--- config.mk ---
export PLATFORM = sky130hd
export DESIGN_NAME = game_controller
export DESIGN_NICKNAME = d
export VERILOG_FILES = /design/src/rtl/game_controller.sv
export SDC_FILE = /design/constraint.sdc
export NUM_CORES = 1
export LEC_CHECK = 0
export BUFFER_PORTS_ARGS = -buffer_cell sky130_fd_sc_hd__clkbuf_2
export CAP_MARGIN = 20
export CORE_ASPECT_RATIO = 1.4
export CORE_MARGIN = 1
export CORE_UTILIZATION = 25
export CTS_CLUSTER_SIZE = 20
export DETAILED_ROUTE_END_ITERATION = 6
export GPL_ROUTABILITY_DRIVEN = 0
export PLACE_DENSITY = 0.54
export SYNTH_ARGS = -nofsm -noshare
export SYNTH_HDL_FRONTEND = slang
export SYNTH_SLANG_ARGS = --single-unit
--- constraint.sdc ---
create_clock -name clk -period 12.8 [get_ports clk]
set_input_delay 1.28 -clock clk [delete_from_list [all_inputs] [get_ports clk]]
set_output_delay 1.28 -clock clk [all_outputs]
set_load 0.01 [all_outputs]
--- src/rtl/game_controller.sv ---
// One round of the attack game: latch a map code, count ships from map_decoder, resolve attacks.
// Optional REPEAT_ATTACK_PENALTY_EN: a repeat attack costs an attempt instead of being rejected.
module game_controller #(
  parameter int DATA_WIDTH    = 35,
  parameter int COLUNE_SIZE   = 7,
  parameter int TOTAL_COLUNES = 5,
  parameter int MAX_ATTEMPTS  = 10,
  parameter int ATTEMPT_WIDTH = 4
) (
  input  logic                     clk,
  input  logic                     reset,
  input  logic [2:0]               codeInput,
  input  logic                     confirm,
  input  logic                     attackButton,
  input  logic [2:0]               column,
  input  logic [2:0]               row,
  input  logic [DATA_WIDTH-1:0]    mapIn,
  output logic [2:0]               mapCode,
  output logic                     mapEnable,
  output logic [DATA_WIDTH-1:0]    hitMap,
  output logic [DATA_WIDTH-1:0]    missMap,
  output logic [ATTEMPT_WIDTH-1:0] attemptsLeft,
  output logic [5:0]               hitCount,
  output logic                     playing,
  output logic                     win,
  output logic                     lose,
  output logic                     lastHit,
  output logic                     lastMiss,
  output logic                     invalidAttack
);

  typedef enum logic [2:0] {SETUP, LOAD, PLAY, RESOLVE, WIN, LOSE} state_t;

  state_t                   state, next_state;
  logic                     confirm_prev, attack_prev;
  logic                     confirm_edge, attack_edge;
  logic [5:0]               total_ships, zero_count;
  logic [5:0]               idx, attack_idx;
  logic [DATA_WIDTH-1:0]    attacked;
  logic                     coord_ok, already_set, repeat_q;
  logic                     start_round, accept_attack, reject_attack, resolve_hit;
  logic [5:0]               hit_count_next;
  logic [ATTEMPT_WIDTH-1:0] attempts_next;

  assign confirm_edge = confirm & ~confirm_prev;
  assign attack_edge  = attackButton & ~attack_prev;
  assign attacked     = hitMap | missMap;
  assign coord_ok     = (column < 3'(TOTAL_COLUNES)) && (row != 3'd0);
  assign attack_idx   = {3'b000, column} * 6'(COLUNE_SIZE) + {3'b000, row} - 6'd1;
  assign already_set  = coord_ok && attacked[attack_idx];

  always_comb begin
    zero_count = '0;
    for (int i = 0; i < DATA_WIDTH; i++) zero_count = zero_count + {5'b0, ~mapIn[i]};
  end

  // NOTE: every signal written here gets a default first, so no path can infer a latch.
  always_comb begin
    next_state     = state;
    mapEnable      = 1'b1;
    playing        = 1'b0;
    win            = 1'b0;
    lose           = 1'b0;
    start_round    = 1'b0;
    accept_attack  = 1'b0;
    reject_attack  = 1'b0;
    resolve_hit    = ~mapIn[idx] & ~repeat_q;
    hit_count_next = hitCount;
    attempts_next  = attemptsLeft;
    case (state)
      SETUP: begin
        mapEnable = 1'b0;
        if (confirm_edge) begin
          start_round = 1'b1;
          next_state  = LOAD;
        end
      end
      LOAD: next_state = (zero_count == 6'd0) ? WIN : PLAY;
      PLAY: begin
        playing = 1'b1;
        if (attack_edge) begin
`ifdef REPEAT_ATTACK_PENALTY_EN
          accept_attack = coord_ok;
`else
          accept_attack = coord_ok && !already_set;
`endif
          reject_attack = !accept_attack;
          if (accept_attack) next_state = RESOLVE;
        end
      end
      RESOLVE: begin
        if (resolve_hit) hit_count_next = hitCount + 6'd1;
        else if (attemptsLeft != '0) attempts_next = attemptsLeft - 1'b1;
        // Win is checked first so the last ship found on the last attempt still wins.
        if (hit_count_next == total_ships) next_state = WIN;
        else if (attempts_next == '0)      next_state = LOSE;
        else                               next_state = PLAY;
      end
      WIN: begin
        win = 1'b1;
        if (confirm_edge) next_state = SETUP;
      end
      LOSE: begin
        lose = 1'b1;
        if (confirm_edge) next_state = SETUP;
      end
      default: next_state = SETUP;
    endcase
  end

  // NOTE: sequential state uses non-blocking assignments so every flop samples pre-edge values.
  always_ff @(posedge clk) begin
    if (!reset) begin
      state         <= SETUP;
      confirm_prev  <= 1'b0;
      attack_prev   <= 1'b0;
      mapCode       <= 3'b000;
      hitMap        <= '0;
      missMap       <= '0;
      hitCount      <= '0;
      attemptsLeft  <= ATTEMPT_WIDTH'(MAX_ATTEMPTS);
      total_ships   <= '0;
      idx           <= '0;
      repeat_q      <= 1'b0;
      lastHit       <= 1'b0;
      lastMiss      <= 1'b0;
      invalidAttack <= 1'b0;
    end else begin
      state         <= next_state;
      confirm_prev  <= confirm;
      attack_prev   <= attackButton;
      lastHit       <= 1'b0;
      lastMiss      <= 1'b0;
      invalidAttack <= reject_attack;
      if (start_round) begin
        mapCode      <= codeInput;
        hitMap       <= '0;
        missMap      <= '0;
        hitCount     <= '0;
        attemptsLeft <= ATTEMPT_WIDTH'(MAX_ATTEMPTS);
      end
      if (state == LOAD) total_ships <= zero_count;
      if (accept_attack) begin
        idx <= attack_idx;
`ifdef REPEAT_ATTACK_PENALTY_EN
        repeat_q <= already_set;
`else
        repeat_q <= 1'b0;
`endif
      end
      if (state == RESOLVE) begin
        hitCount     <= hit_count_next;
        attemptsLeft <= attempts_next;
        if (resolve_hit) begin
          hitMap[idx] <= 1'b1;
          lastHit     <= 1'b1;
        end else begin
          lastMiss <= 1'b1;
          if (!repeat_q) missMap[idx] <= 1'b1;
        end
      end
    end
  end

endmodule

# Yosys cells after proc, flatten, opt, wreduce, memory -nomap -nowiden
# Cells that the tools add are included.
[classes] add_sub_neg=38 mul=1 n_div=0 magnitude_cmp=4 n_eq_ne=10 n_shift=0 muxes=41 n_bitwise=42 n_reduce_logical=16
[op_table] operator="35-bit two-way mux" n=8
[op_table] operator="6-bit by 1-bit adder with 6-bit output" n=29
[op_table] operator="35-bit bitwise OR" n=3
[op_table] operator="1-bit NOT" n=37
[op_table] operator="6-bit two-way mux" n=4
[op_table] operator="3-bit two-way mux" n=7
[op_table] operator="4-bit two-way mux" n=5
[op_table] operator="3-bit case mux with 5 select lines" n=1
[op_table] operator="6-bit by 7-bit less-than comparator with 1-bit output, second input constant" n=2
[op_table] operator="1-bit two-way mux" n=13
[op_table] operator="1-bit binary-select mux with 6-bit select" n=2
[op_table] operator="5-bit by 1-bit adder with 6-bit output" n=1
[op_table] operator="6-bit by 1-bit adder with 6-bit output, second input constant" n=1
[op_table] operator="6-bit by 3-bit adder with 6-bit output" n=1
[op_table] operator="1-bit demux with 6-bit select" n=1
[op_table] operator="3-bit by 2-bit equality test with 1-bit output, second input constant" n=2
[op_table] operator="3-bit equality test, second input constant" n=2
[op_table] operator="6-bit equality test" n=1
[op_table] operator="6-bit by 1-bit greater-or-equal comparator with 1-bit output, second input constant" n=1
[op_table] operator="6-bit zero test" n=1
[op_table] operator="3-bit by 3-bit multiplier with 6-bit output, second input constant" n=1
[op_table] operator="2-bit inequality test, second input constant" n=3
[op_table] operator="6-bit by 1-bit subtractor with 6-bit output, second input constant" n=1
[op_table] operator="4-bit by 1-bit adder with 5-bit output" n=1
[op_table] operator="19 further kinds" n=24
[word_totals] register_bits=103 latch_bits=0 ramBits=0 romBits=0 inputBits=48 word_cells=165 n_memories=0

# Depth between registers and ports, before layout
[depth] ltp_word=38 depth_mapped=21

# Least setup slack after synthesis
# OpenSTA, ideal clock, no wires.
[synth_path] kind="input-to-reg" startpoint="in mapIn[17]" endpoint="reg state[2]" setup_time_ps=59 t_arrival_ps=6233 setup_slack_ps=6508 path_stages=20 n_path_buf=0 path_cell_list="inv_1 fa_1 inv_1 fa_1 inv_1 fa_1 inv_1 fa_1 fa_1 inv_1 fa_1 inv_1 fa_1 or4b_2 nor3_1 nand3b_1 a21oi_1 nor2_1 nor2_1 o31a_1"
[synth_between] elab_chain_cells=22 word_cells_on_any_way=32 cone_classes="18 x add/sub; 1 x eq/ne; 10 x mux; 1 x bitwise; 2 x reduce/logical"
[synth_lines] element="start: declaration" line="17" source="input logic [DATA_WIDTH-1:0] mapIn,"
[synth_lines] element="1-bit NOT" line="54" source="for (int i = 0; i < DATA_WIDTH; i++) zero_count = zero_count + {5'b0, ~mapIn[i]};"
[synth_lines] element="6-bit by 1-bit adder with 6-bit output (18 in a row)" line="54"
[synth_lines] element="6-bit zero test" line="78" source="LOAD: next_state = (zero_count == 6'd0) ? WIN : PLAY;"
[synth_lines] element="3-bit two-way mux" line="78"
[synth_lines] element="3-bit case mux with 5 select lines (*)" line="70" source="case (state)"
[synth_lines] element="end signal: assignment" line="129" source="state <= next_state;"
[synth_lines] element="end: declaration" line="34" source="state_t state, next_state;"
# Every way passes the cells marked *; elsewhere a longest branch is shown, timed or not. The select of a mux whose other input is x is not followed.
# A chain may end at the register's enable or synchronous reset.

# Worst setup path in the final report
# Ends and elaborated chain as after synthesis.

==> results.md <==
- The largest single stage delay on the critical path is 0.58 ns.
- The repair_antennas step left the layout with diodes totalling 0.
- The initial antenna violation count was 0.
- The design draws 1119 µW.
- Max-cap violations in this run came to 0.
- The number of distinct library cell variants in the gate-level netlist after synthesis is 61.
- The synthesized-area fraction occupied by and/or/nand/nor cells is 19.44%.
- The first global-routing pass estimated 30,860 µm of wire.
- The number of routed nets with antenna violations is 0.
- The multi-input gate area in the final layout is 3656 µm².
- In this run the static leakage power is 0.003175 µW.
- The arrival time of the worst setup path is 6.61 ns.
- The run finished with clean final reports.
- The proportion of synthesized area in mux cells is 5.174%.
- The detailed-route via count is 5,739.
- The total routing usage reported by global routing is 15.87%.
- The number of DRC markers after the initial detailed-route iteration is 306.
- The library cells used most frequently in the layout, excluding fill and tap cells, are sky130_fd_sc_hd__nor2_1, sky130_fd_sc_hd__clkbuf_2, sky130_fd_sc_hd__dfxtp_1.
- Summing the areas of all fa, ha and maj instances in the mapped netlist gives 14.03% of the synthesized area.
- The die height is 188.2 µm.
- The sum of buffers and inverters on the critical path is 7.
- After detailed routing, the average wire length per cell comes to 17.15 µm.
- The type of the worst min-delay path is register to register.
- The post-route netlist has 21.37% of its cells at a drive strength greater than 1.
- The cell type with the highest occurrence count on the critical path is sky130_fd_sc_hd__fa_1.
- The clock drives 103 sinks.
- Global routing finished with a remaining overflow of 0.
- The total power divided by cell area is 151.0 nW/µm².
- The critical path required time is 13.10 ns.
- The sequential share of the synthesized area is 33.31%.
- The number of global-route vias before repair came to 5,587.
- Summing the areas of all compound-gate instances in the mapped netlist gives 17.97% of the synthesized area.
- The synthesized netlist devotes 2.405% of its cell area to XOR and XNOR gates.
- The synthesized design contains 103 register bits.
- The worst slack at placement is 6.094 ns.
- The floorplan step defined a die boundary enclosing 25,410 µm².
- The number of setup violations in the final report is 0.
- By area, the combinational part of the netlist is dominated by simple AND/OR/NAND/NOR gates.
- The critical path goes through clkbuf_2, inv_1, fa_1, inv_1, fa_1, inv_1, fa_1, inv_1, fa_1, fa_1, inv_1, fa_1, inv_1, fa_1, or4b_2, nor3_1, nand3b_1, a21oi_1, nor2_1, nor2_1, o31a_1.
- No sink is reached through more buffers than the 2 on the longest clock path.
- The first TritonRoute pass finished after 6 iterations.
- The register area is 2062 µm².
- Measured against its own limit, the worst slew margin works out to 27.95%.
- The kind of critical path is input pin to register.
- The die boundary width is 135.0 µm.
- The root buffer cell chosen for the clock tree is sky130_fd_sc_hd__clkbuf_16.
- The max-slew violation count is 0.
- The measured slew at the worst slew-check pin is 1.072 ns.
- STA classifies the critical path startpoint as an input pin.
- Wires add up to 19,840 µm.
- The slack of the critical path is 6.490 ns.
- Entering global routing, the biggest net connects 97 pins.
- The largest driver fanout on the critical path is 2.
- The number of gates given a new drive strength after cts is 0.
- On the critical path, the stage with the largest delay is an instance of sky130_fd_sc_hd__or4b_2.
- The number of vias per cell after detailed routing is 4.960.
- The cell area after synthesis is 6191 µm².
- In this run the count of I/O pins placed on the die edge is 138.
- The largest voltage drop on the vdd net is 0.00009310 V.
- After detailed routing, the number of remaining DRC violations is 0.
- The commonest non-fill, non-tap cell in the layout is sky130_fd_sc_hd__nor2_1.
- After clock tree synthesis, the clock-pin slew on the worst setup and hold paths is 0.07 ns.
- The synthesized netlist net count is 830.
- Detailed placement finished with a half-perimeter wire length of 14,870 µm.
- Setup repair after global routing left no endpoint under its margin.
- Subtracting the final worst setup slack from the clock period gives 6.310 ns.
- The total number of H-tree levels is 3.
- The fraction of the cycle the final worst path needs is 49.30%.
- TritonCTS built the clock tree.
- The final-stage net count is 942.
- For this run, the leading register cell type out of synthesis is sky130_fd_sc_hd__dfxtp_1.
- The worst setup path is captured at a register.
- Counting flops with a built-in enable in the synthesized netlist gives 0.
- After floorplanning, the core was divided into 67 placement rows.
- The initial cell density of the core is 25.64%.
- The number of buffer cells added on primary ports is 137.
- The filler cell count is 2,585.
- The total of warnings raised by yosys is 0.
- The hold buffer count at CTS is 0.
- Once the clock tree was built, the setup fixing pass inserted 0 buffers.
- The number of clock buffers inserted by TritonCTS is 9.
- At the later pin of the worst-skew pair, clock insertion delay measures 0.35 ns.
- Static timing analysis puts the maximum clock frequency at 158.5 MHz.
- The floorplan step defined a core boundary enclosing 24,140 µm².
- The total negative slack for setup checks is 0 ns.
- Synthesis handed over a netlist of 730 instances.
- The synthesized area per cell is 8.481 µm².
- In the synthesized netlist the async set-or-reset flop fraction comes to 0%.
- The final hold violation count is 0.
- Between clock sinks in the finished design, the worst skew comes to 0.005163 ns.
- The area added between synthesis and finish is 19.73%.
- In this design, the largest share of critical-path delay is due to adder cells.
cell families (layout without fill, tap and decap cells):
| family | Yosys count | count (layout) |
|---|---|---|
| muxes | 23 | 23 |
| and+or+nand+nor | 261 | 261 |
| adders and majority gates | 52 | 52 |
| buffers and inverters | 114 | 231 |
| AOI/OAI and AO/OA | 160 | 160 |
| xor gates and xnor gates | 17 | 17 |
| DFF | 103 | 103 |
power by group:
group	total, µW	internal (µW)	leakage (µW)	switching, µW
Clock	277	149	0.000149	128
Sequential	342	330	0.000831	11.9
Combinational	500	210	0.00219	290
Total	1120	689	0.00317	431
worst register-to-register path, delay by kind of cell (launching register included):
family,cells,cell delay [ns]
flip-flops,1,0.96
AND/OR/NAND/NOR,5,2.45
XOR/XNOR,1,0.34
AO/OA/AOI/OAI,3,0.69
cell usage after synthesis, types with 7 or more instances:
master	n	area, µm²
sky130_fd_sc_hd__o21ai_0	13	65.06
sky130_fd_sc_hd__fa_1	29	580.6
sky130_fd_sc_hd__a21oi_1	34	170.2
sky130_fd_sc_hd__a22oi_1	61	457.9
sky130_fd_sc_hd__clkbuf_1	29	108.9
sky130_fd_sc_hd__nand2b_1	7	43.79
sky130_fd_sc_hd__buf_2	8	40.04
sky130_fd_sc_hd__a32oi_1	7	61.31
sky130_fd_sc_hd__dfxtp_1	103	2062
sky130_fd_sc_hd__nor3_1	27	135.1
sky130_fd_sc_hd__xor2_1	8	70.07
sky130_fd_sc_hd__mux2i_1	14	140.1
sky130_fd_sc_hd__xnor2_1	9	78.83
sky130_fd_sc_hd__a211oi_1	7	52.55
sky130_fd_sc_hd__nand3_1	8	40.04
sky130_fd_sc_hd__mux4_2	7	157.7
sky130_fd_sc_hd__inv_1	68	255.2
sky130_fd_sc_hd__nor2_1	153	574.3
sky130_fd_sc_hd__ha_1	23	287.8
sky130_fd_sc_hd__nand2_1	33	123.9
final timing paths:
check | startpoint | to | slack (ns) | cells after the start
hold / removal | mapCode[0] | mapCode[0] | 0.46 | 2
setup reg to reg | idx[2] | state[2] | 8.25 | 9
hold reg to reg | mapCode[0] | mapCode[0] | 0.46 | 2
setup / recovery | mapIn[17] | state[2] | 6.49 | 21
registers in the layout, indices dropped and copies added (netlist names), 3 cells and up:
signal	cells
idx	6
hitCount	6
state	3
attemptsLeft	4
missMap	35
mapCode	3
hitMap	35
total_ships	6
layout make-up:
type | count | area share, %
Clock buffer | 12 | 3.596
Clock inverter | 4 | 0.3714
Inverter | 69 | 3.494
Multi-Input combinational cell | 513 | 49.32
Sequential cell | 103 | 27.82
Tap cell | 310 | 5.233
Timing Repair Buffer | 146 | 10.16
per-layer routing:
metal  vias to the layer above  share of wire (%)  track usage [%]  wire length [µm]
met1                      2771                 41            18.40              8051
met3                        42                4.8            3.013               960
met4                         0                3.7            7.174               731
met2                       175                 51            27.91             10100
li1                       2751                  -                -                 -
met5                         -                  0                0                 0
stage by stage:
stage               hold WS [ns]  std cells  instance area, µm²  utilization [%]
detailed placement        0.4504       1140                7111            29.45
finish                    0.4565       1157                7412            30.70
global placement          0.4430       1139                7103            29.42
CTS                       0.4607       1156                7405            30.67
floorplan                 0.4743        730                6191                -
global route              0.4828       1157                7412            30.70
No activity file was read; power rests on OpenSTA's default activity.
